==> config.mk <==
export PLATFORM = sky130hd
export DESIGN_NAME = n1_ifq
export DESIGN_NICKNAME = d
export VERILOG_FILES = /design/src/rtl/n1_ifq.sv
export SDC_FILE = /design/constraint.sdc
export NUM_CORES = 1
export LEC_CHECK = 0
export BUFFER_PORTS_ARGS = -buffer_cell sky130_fd_sc_hd__buf_4
export CORE_ASPECT_RATIO = 0.6
export CORE_MARGIN = 2
export CORE_UTILIZATION = 60
export CTS_BUF_LIST = sky130_fd_sc_hd__clkbuf_8 sky130_fd_sc_hd__clkbuf_16
export CTS_CLUSTER_DIAMETER = 30
export CTS_CLUSTER_SIZE = 20
export DETAILED_ROUTE_END_ITERATION = 8
export GPL_ROUTABILITY_DRIVEN = 0
export HOLD_SLACK_MARGIN = 0.12
export MAX_ROUTING_LAYER = met4
export PLACE_DENSITY_LB_ADDON = 0.05
export SYNTH_ARGS = -nofsm -noshare
export SYNTH_HDL_FRONTEND = slang
export SYNTH_SLANG_ARGS = --single-unit
==> constraint.sdc <==
create_clock -name clk_i -period 9.48 [get_ports clk_i]
set_input_delay 2.37 -clock clk_i [delete_from_list [all_inputs] [get_ports clk_i]]
set_output_delay 2.37 -clock clk_i [all_outputs]
set_load 0.03 [all_outputs]
==> src/rtl/n1_ifq.sv <==
// ============================================================================
//  Module   : n1_ifq
//  Purpose  : N1 instruction fetch queue. Issues sequential pipelined-Wishbone
//             reads and buffers the returned opcodes for the instruction register.
//  Option   : N1_IFQ_BYPASS_EN - zero-latency bypass of an ack into an empty queue
//  Revision : 1.0 - initial release
// ============================================================================
`default_nettype none

module n1_ifq #(
    parameter int DEPTH   = 4,
    parameter int PBUS_AW = 14
) (
    input  logic                     clk_i,
    input  logic                     sync_rst_i,
    output logic                     pbus_cyc_o,
    output logic                     pbus_stb_o,
    output logic [PBUS_AW-1:0]       pbus_adr_o,
    input  logic                     pbus_stall_i,
    input  logic                     pbus_ack_i,
    input  logic [15:0]              pbus_dat_i,
    input  logic                     fc2ifq_redirect_i,
    input  logic [PBUS_AW-1:0]       pagu2ifq_adr_i,
    input  logic                     fc2ifq_halt_i,
    output logic                     ifq2ir_vld_o,
    output logic [15:0]              ifq2ir_dat_o,
    output logic [PBUS_AW-1:0]       ifq2ir_adr_o,
    input  logic                     ir2ifq_rdy_i,
    output logic [$clog2(DEPTH):0]   prb_ifq_lvl_o,
    output logic [$clog2(DEPTH):0]   prb_ifq_drop_o
);

    localparam int               c_PW        = $clog2(DEPTH);
    localparam int               c_LW        = c_PW + 1;
    localparam logic [c_LW-1:0]  c_DEPTH_LV  = c_LW'(DEPTH);
    localparam logic [c_LW:0]    c_DEPTH_EXT = (c_LW+1)'(DEPTH);

    logic                r_stb;
    logic [PBUS_AW-1:0]  r_bus_adr;
    logic [PBUS_AW-1:0]  r_req_adr;
    logic [PBUS_AW-1:0]  r_ack_adr;
    logic [c_LW-1:0]     r_out;
    logic [c_LW-1:0]     r_drop;
    logic [c_LW-1:0]     r_lvl;
    logic [c_PW-1:0]     r_wp;
    logic [c_PW-1:0]     r_rp;
    logic [15:0]         r_mem_dat [DEPTH];
    logic [PBUS_AW-1:0]  r_mem_adr [DEPTH];

    logic                w_ack;
    logic                w_stale;
    logic                w_keep;
    logic                w_empty;
    logic                w_full;
    logic                w_pop_fifo;
    logic                w_byp_take;
    logic                w_push;
    logic                w_overflow;
    logic [c_LW-1:0]     w_lvl_nxt;
    logic [c_LW-1:0]     w_out_base;
    logic [c_LW:0]       w_credit_sum;
    logic                w_issue;

    // Acks with nothing outstanding (e.g. just after reset) are ignored.
    assign w_ack      = pbus_ack_i & (r_out != '0);
    assign w_stale    = w_ack & (r_drop != '0);
    assign w_keep     = w_ack & (r_drop == '0) & ~fc2ifq_redirect_i;
    assign w_empty    = (r_lvl == '0);
    assign w_full     = (r_lvl == c_DEPTH_LV);
    assign w_pop_fifo = ~w_empty & ir2ifq_rdy_i & ~fc2ifq_redirect_i;

`ifdef N1_IFQ_BYPASS_EN
    logic w_byp;
    assign w_byp        = w_empty & w_keep;
    assign w_byp_take   = w_byp & ir2ifq_rdy_i;
    assign ifq2ir_vld_o = ~w_empty | w_byp;
    assign ifq2ir_dat_o = w_byp ? pbus_dat_i : r_mem_dat[r_rp];
    assign ifq2ir_adr_o = w_byp ? r_ack_adr  : r_mem_adr[r_rp];
`else
    assign w_byp_take   = 1'b0;
    assign ifq2ir_vld_o = ~w_empty;
    assign ifq2ir_dat_o = r_mem_dat[r_rp];
    assign ifq2ir_adr_o = r_mem_adr[r_rp];
`endif

    assign w_push     = w_keep & ~w_byp_take & (~w_full | w_pop_fifo);
    assign w_overflow = w_keep & ~w_byp_take & w_full & ~w_pop_fifo;

    assign w_lvl_nxt  = fc2ifq_redirect_i ? '0
                      : r_lvl + c_LW'(w_push) - c_LW'(w_pop_fifo);
    assign w_out_base = r_out - c_LW'(w_ack);

    // Credit is reserved at issue: queued words plus requests in flight never exceed DEPTH.
    assign w_credit_sum = {1'b0, w_lvl_nxt} + {1'b0, w_out_base};
    assign w_issue      = (~r_stb | ~pbus_stall_i) & ~fc2ifq_halt_i & ~fc2ifq_redirect_i
                        & (w_credit_sum < c_DEPTH_EXT);

    always_ff @(posedge clk_i) begin
        if (!sync_rst_i) begin
            r_stb     <= 1'b0;
            r_bus_adr <= '0;
            r_req_adr <= '0;
            r_ack_adr <= '0;
            r_out     <= '0;
            r_drop    <= '0;
            r_lvl     <= '0;
            r_wp      <= '0;
            r_rp      <= '0;
            for (int i = 0; i < DEPTH; i++) begin
                r_mem_dat[i] <= '0;
                r_mem_adr[i] <= '0;
            end
        end else begin
            // A stalled strobe stays on the bus untouched, even across redirect or halt.
            if (!(r_stb && pbus_stall_i)) begin
                r_stb <= w_issue;
                if (w_issue) begin
                    r_bus_adr <= r_req_adr;
                end
            end
            if (fc2ifq_redirect_i) begin
                r_req_adr <= pagu2ifq_adr_i;
            end else if (w_issue) begin
                r_req_adr <= r_req_adr + 1'b1;
            end
            r_out <= w_out_base + c_LW'(w_issue);
            r_lvl <= w_lvl_nxt;

            if (fc2ifq_redirect_i) begin
                r_drop    <= w_out_base;
                r_ack_adr <= pagu2ifq_adr_i;
                r_wp      <= '0;
                r_rp      <= '0;
            end else begin
                if (w_stale) begin
                    r_drop <= r_drop - 1'b1;
                end
                if (w_keep) begin
                    r_ack_adr <= r_ack_adr + 1'b1;
                end
                if (w_push) begin
                    r_mem_dat[r_wp] <= pbus_dat_i;
                    r_mem_adr[r_wp] <= r_ack_adr;
                    r_wp            <= r_wp + 1'b1;
                end
                if (w_pop_fifo) begin
                    r_rp <= r_rp + 1'b1;
                end
            end
        end
    end

    always_ff @(posedge clk_i) begin
        if (sync_rst_i) begin
            a_no_overflow: assert (!w_overflow);
        end
    end

    assign pbus_stb_o     = r_stb;
    assign pbus_adr_o     = r_bus_adr;
    assign pbus_cyc_o     = r_stb | (r_out != '0);
    assign prb_ifq_lvl_o  = r_lvl;
    assign prb_ifq_drop_o = r_drop;

endmodule

`default_nettype wire

==> impl_metrics.ini, run 1 <==
[synth]
netlist_area_um2 = 8180
synth_top_family_by_area = simple AND/OR/NAND/NOR gates
synth_area_per_cell_um2 = 12.7
yosysWarnings = 0
synth_fa_ha_area_share_pct = 2.08
yosysSeqAreaShare_pct = 58.3
ys_types = 57
muxShareOfSynthArea_pct = 8.92
synth-compound-area-share_pct = 5.90
synthFlopType = edfxtp_1
synth_edf_count = 120
syn_inst = 643
synthXorXnorAreaFrac_pct = 2.03
async_reset_ff_share_pct = 0
syn-num-nets = 693
ys_ff_latch = 178
synthSimpleGateAreaFrac_pct = 19.2

[worst_setup_path]
start_kind = input port
cp_num_buf_inv = 6
reg2reg_depth = 19
path_class = input port to flip-flop
cp_slowest_cell = nand4_2
max_stage_delay_ns = 0.69
cpLargestDelayFamily = simple AND/OR/NAND/NOR gates
crit_required_ns = 9.80
reg2reg_slack_ns = 3.86
worstPathArrival_ns = 7.83
worstPathMaxFanout = 49
r2r_end = r_out[1]$_SDFF_PN0_
path_cells = buf_4 > inv_1 > buf_4 > nand4_2 > ha_1 > inv_1 > ha_1 > inv_1 > fa_1 > xnor2_1 > xnor2_1 > and2_1 > ha_1 > nor3_4 > nand4_2 > clkinv_1 > ha_1 > ha_1 > and2_1
r2r-start = prb_ifq_drop_o[0]$_SDFFE_PN0P_
worstSetupEndpointType = flip-flop
crit_path_frequent_cell = ha_1

[sta]
finalMaxSlewViolations = 0
relSlewSlack_pct = 42.9
period_needed_ns = 7.52
setup_tns_ns = 0
setup_viol = 0
finalHoldViolCount = 0
fin_crit_sh_pct = 79.3
rsz0062_at_grt = no
worst_pin_slew_ns = 0.855
max_freq_ghz = 0.133
clock_skew_ns = 0.0109
layout_setup_ws_ns = 1.96

[place]
place_ws_ns = 1.68
post-dp-hpwl_um = 11300
port_buffers = 89

[clock_network]
cts_buffers = 17
post_cts_buffers = 0
cts_tree = yes
cts.sinks = 178
htree_num_levels = 4
cts_buffer_depth = 2
cts_resized = 0
clkTransAtPathRegs_ns = 0.07
clock_latency_ns = 0.43
hold_buffers = 0
cts_root_buf = clkbuf_16

[pwr]
power_density_nw_per_um2 = 203
ir_drop_v = 0.000179
power.leakage_nw = 3.56

[drt]
wl_per_cell_um = 19.5
dr.pass1.iters = 5
routed_via_density = 5.93
wl_um = 17700
routed-wl-met2_um = 7980
antenna_left = 0
vias = 5363
drcViolationCount = 0
top_layer_used = met4
wl_met3_um = 1030
drt_iter0_drc = 461
wl_met1_um = 8470

[die]
dieArea_um2 = 14600
core_um2 = 13100
dieHeight_um = 94.4
start_util_pct = 62.5
placementRows = 32
top_level_ports = 90
die_w_um = 155

[layout]
layout_common_cells = and2_1 (122), edfxtp_1 (120), buf_4 (100), dfxtp_1 (57), nand2_1 (56)
nFillCells = 895
area_growth_pct = 16.5
multiInputGateArea_um2 = 3170
fin_nets = 772
antenna_cells = 0
final_common_cell = and2_1
seq_area_um2 = 4770
drive_above_1_share_pct = 24.9

[grt]
grt_pass1_vias = 5354
overflow = 0
grt_max_degree = 50
grt_pass1_wl_um = 28400
grt_use_total_pct = 26.4
antenna_found_initial = 0

[flow_run]
drv_cap = 0

[hold_path]
min_path_type = flip-flop to flip-flop
hold_depth = 2
worstHoldStart = pbus_adr_o[7]$_SDFFE_PN0P_
hold_end = pbus_adr_o[7]$_SDFFE_PN0P_

[status]
outcome = completed
==> area by class of cell <==
| cell class | count | area share (%) |
|---|---|---|
| flip-flops and latches | 178 | 50.0 |
| multi-input cells | 410 | 33.2 |
| repair buffers | 100 | 7.88 |
| clock buffers | 18 | 4.73 |
| well taps | 170 | 2.23 |
| clock inverters | 14 | 1.30 |
| inverters | 15 | 0.591 |
==> routing by layer <==
| layer | vias up | GRT usage, % |
|---|---|---|
| li1 | 2499 | - |
| met1 | 2676 | 37.7 |
| met2 | 171 | 38.8 |
| met3 | 17 | 5.74 |
| met4 | 0 | 7.18 |
| met5 | - | - |
==> worst register-to-register path: cells and delay by family, from the launching register on <==
kind | cells | cell delay (ns)
buf+inv | 4 | 0.85
fa+ha+maj | 7 | 2.00
xor+xnor | 2 | 0.37
flops | 1 | 0.33
simple gates | 6 | 1.97
==> flip-flops by register name, summed over array words and instances, names as in the netlist, named ones only <==
| register | count |
|---|---|
| pbus_stb_o | 1 |
| r_wp | 2 |
| pbus_adr_o | 14 |
| r_req_adr | 14 |
| prb_ifq_drop_o | 3 |
| r_rp | 2 |
| r_mem_adr | 56 |
| prb_ifq_lvl_o | 3 |
| r_out | 3 |
| r_ack_adr | 14 |
| r_mem_dat | 64 |
==> logic make-up (layout without fill, tap and decap cells) <==
group | count (synthesis) | after routing
DFF | 178 | 178
muxes | 35 | 35
buffers and inverters | 55 | 147
and+or+nand+nor | 263 | 263
xor gates and xnor gates | 19 | 19
adders and majority gates | 13 | 13
AOI/OAI and AO/OA | 80 | 80
==> metrics by stage <==
| step | util [%] | instances | hold WS (ns) | area (µm²) | power, mW |
|---|---|---|---|---|---|
| after floorplan | - | 643 | 0.441 | 8180 | 1.15 |
| after global placement | 68.4 | 873 | 0.443 | 8950 | 1.25 |
| after detailed placement | 68.4 | 873 | 0.451 | 8950 | 1.26 |
| after CTS | 72.8 | 905 | 0.461 | 9530 | 1.94 |
| after global routing | 72.8 | 905 | 0.482 | 9530 | 2.01 |
| final | 72.8 | 905 | 0.459 | 9530 | 1.93 |
==> how the worst max path moves through the flow <==
stage | start | end | slack [ns] | depth (start not counted)
after global placement | fc2ifq_redirect_i | r_out[1]$_SDFF_PN0_ | 1.94 | 19
after floorplan | ir2ifq_rdy_i | r_out[1]$_SDFF_PN0_ | 3.40 | 19
after detailed placement | fc2ifq_redirect_i | r_out[1]$_SDFF_PN0_ | 1.68 | 19
after global routing | fc2ifq_redirect_i | r_out[2]$_SDFF_PN0_ | 1.58 | 20
after CTS | fc2ifq_redirect_i | r_out[1]$_SDFF_PN0_ | 2.09 | 19
final | fc2ifq_redirect_i | r_out[1]$_SDFF_PN0_ | 1.96 | 19
==> cells in the mapped netlist, types with 10 or more instances <==
| cell type | instances | area share (%) |
|---|---|---|
| o21ai_0 | 20 | 1.2 |
| and2_1 | 122 | 9.3 |
| inv_1 | 13 | 0.60 |
| nand3_1 | 12 | 0.73 |
| ha_1 | 12 | 1.8 |
| buf_6 | 10 | 1.4 |
| nand2_1 | 56 | 2.6 |
| mux4_2 | 30 | 8.3 |
| edfxtp_1 | 120 | 44 |
| a21oi_1 | 29 | 1.8 |
| clkbuf_1 | 19 | 0.87 |
| dfxtp_1 | 58 | 14 |
| xnor2_1 | 15 | 1.6 |
==> where the power goes <==
group	switching (mW)	internal (mW)	total (mW)
Sequential	0.0353	0.882	0.917
Combinational	0.206	0.125	0.331
Clock	0.304	0.381	0.685
Power figures use the tool's default switching activity.
==> run 2, diff against run 1 <==
CORE_UTILIZATION = 53   (was 60)
clock period = 6.4 ns   (was 9.48 ns; I/O delays follow)
==> run 2 against run 1 <==
Register-to-register slack lost 1.7 ns. Sequential power grew 48%. Design area grew 0.49%. Clock power grew 46%. Cell count grew 3.9%. Via count is the same. First-iteration DRC count shrank 1.7%. Global-route usage shrank 3.0 points. Critical path depth is the same. Worst hold slack gained 0.0026 ns. Wire length shrank 0.50%. Flip-flop and latch count is the same.
==> impl_metrics.ini, run 2 (synthesized netlist as in run 1, its figures left out) <==
[hold_path]
min_path_type = flip-flop to flip-flop

[grt]
antenna_found_initial = 0
grt_use_total_pct = 23.4
grt_pass1_vias = 5288
grt_max_degree = 38
overflow = 0
grt_pass1_wl_um = 28200

[pwr]
ir_drop_v = 0.000163
finalPower_mw = 2.85
power.leakage_nw = 3.56
power_density_nw_per_um2 = 298

[sta]
fin_crit_sh_pct = 80.4
period_needed_ns = 5.14
finalMaxSlewViolations = 0
rsz0062_at_grt = no
relSlewSlack_pct = 49.7
setup_viol = 0
setup_tns_ns = 0
max_freq_ghz = 0.194
worst_pin_slew_ns = 0.752
finalHoldViolCount = 0
layout_setup_ws_ns = 1.26
clock_skew_ns = 0.0125

[flow_run]
drv_cap = 0

[clock_network]
cts_buffers = 17
cts_buffer_depth = 2
cts_root_buf = clkbuf_16
cts.sinks = 178
cts_tree = yes
post_cts_buffers = 0
clkTransAtPathRegs_ns = 0.07
clock_latency_ns = 0.42
hold_buffers = 0
cts_resized = 0
htree_num_levels = 4

[drt]
dr.pass1.iters = 5
antenna_left = 0
vias = 5363
drcViolationCount = 0
wl_per_cell_um = 18.7
wl_um = 17600
routed_via_density = 5.71
drt_iter0_drc = 453

[die]
start_util_pct = 53.8
placementRows = 35
top_level_ports = 90
dieHeight_um = 100
dieArea_um2 = 16500
core_um2 = 15200
die_w_um = 164

[layout]
layout.cells.non_filler = 940
drive_above_1_share_pct = 25.2
antenna_cells = 0
nFillCells = 1180
regMostFlops = r_mem_dat
reg.largest.list = r_mem_dat x64, r_mem_adr x56
final_common_cell = and2_1
fin_area_um2 = 9570
area_growth_pct = 17.0
layout_common_cells = and2_1 (122), edfxtp_1 (120), buf_4 (102), dfxtp_1 (57), nand2_1 (56)
largest_reg_flops = 64
fin_nets = 774

[worst_setup_path]
crit_required_ns = 6.68
worstPathArrival_ns = 5.42
path_class = input port to flip-flop
worstSetupEndpointType = flip-flop
worstPathMaxFanout = 24
start_kind = input port

[place]
placed_cell_area_um2 = 9010
dpl.cell_count = 908
post-dp-hpwl_um = 11300
place_ws_ns = 0.871
port_buffers = 89

[status]
outcome = completed
## run 2: final timing paths
kind,from,endpoint,slack [ns],cells past startpoint
min,pbus_adr_o[10]$_SDFFE_PN0P_,pbus_adr_o[10]$_SDFFE_PN0P_,0.46,2
max,fc2ifq_redirect_i,r_out[2]$_SDFF_PN0_,1.26,19
min reg2reg,pbus_adr_o[10]$_SDFFE_PN0P_,pbus_adr_o[10]$_SDFFE_PN0P_,0.46,2
max reg2reg,prb_ifq_drop_o[0]$_SDFFE_PN0P_,r_out[2]$_SDFF_PN0_,2.18,20
## run 2: layer usage
layer  wire [µm]  track usage [%]  up-vias
li1            -                -     2510
met3         996             4.21        9
met4          89             6.02        0
met2        7960             34.5      156
met1        8530             34.0     2688
met5           0                -        -
## run 2: power by group
group          internal, mW  total (mW)  switching, mW
clock network         0.531        1.00          0.474
registers              1.31        1.36         0.0515
logic                 0.187       0.487          0.300
total                  2.02        2.85          0.825
## run 2: critical path, cell delays in order
cell,delay [ns]
buf_4,0.26
inv_1,0.25
and3_1,0.26
ha_1,0.28
inv_1,0.07
ha_1,0.14
inv_1,0.05
fa_1,0.37
xnor2_1,0.14
xnor2_1,0.14
and2_1,0.16
ha_1,0.31
nor3_4,0.06
nand4_2,0.10
clkinv_1,0.42
ha_1,0.40
ha_1,0.19
xnor2_1,0.15
nor2_1,0.06
## run 2: area by class of cell
cell class              count  area (µm²)  share of cell area, %
inverters                  15        56.3                  0.588
well taps                 203         254                   2.65
multi-input cells         410        3170                   33.1
clock inverters            15         139                   1.45
clock buffers              17         425                   4.44
repair buffers            102         766                   8.00
flip-flops and latches    178        4770                   49.8
## run 2: through the flow
stage / utilization [%] / hold WS, ns
after floorplan: - / 0.441
after global placement: 59.3 / 0.447
after detailed placement: 59.3 / 0.452
after CTS: 63.0 / 0.464
after global routing: 63.0 / 0.483
final: 63.0 / 0.462
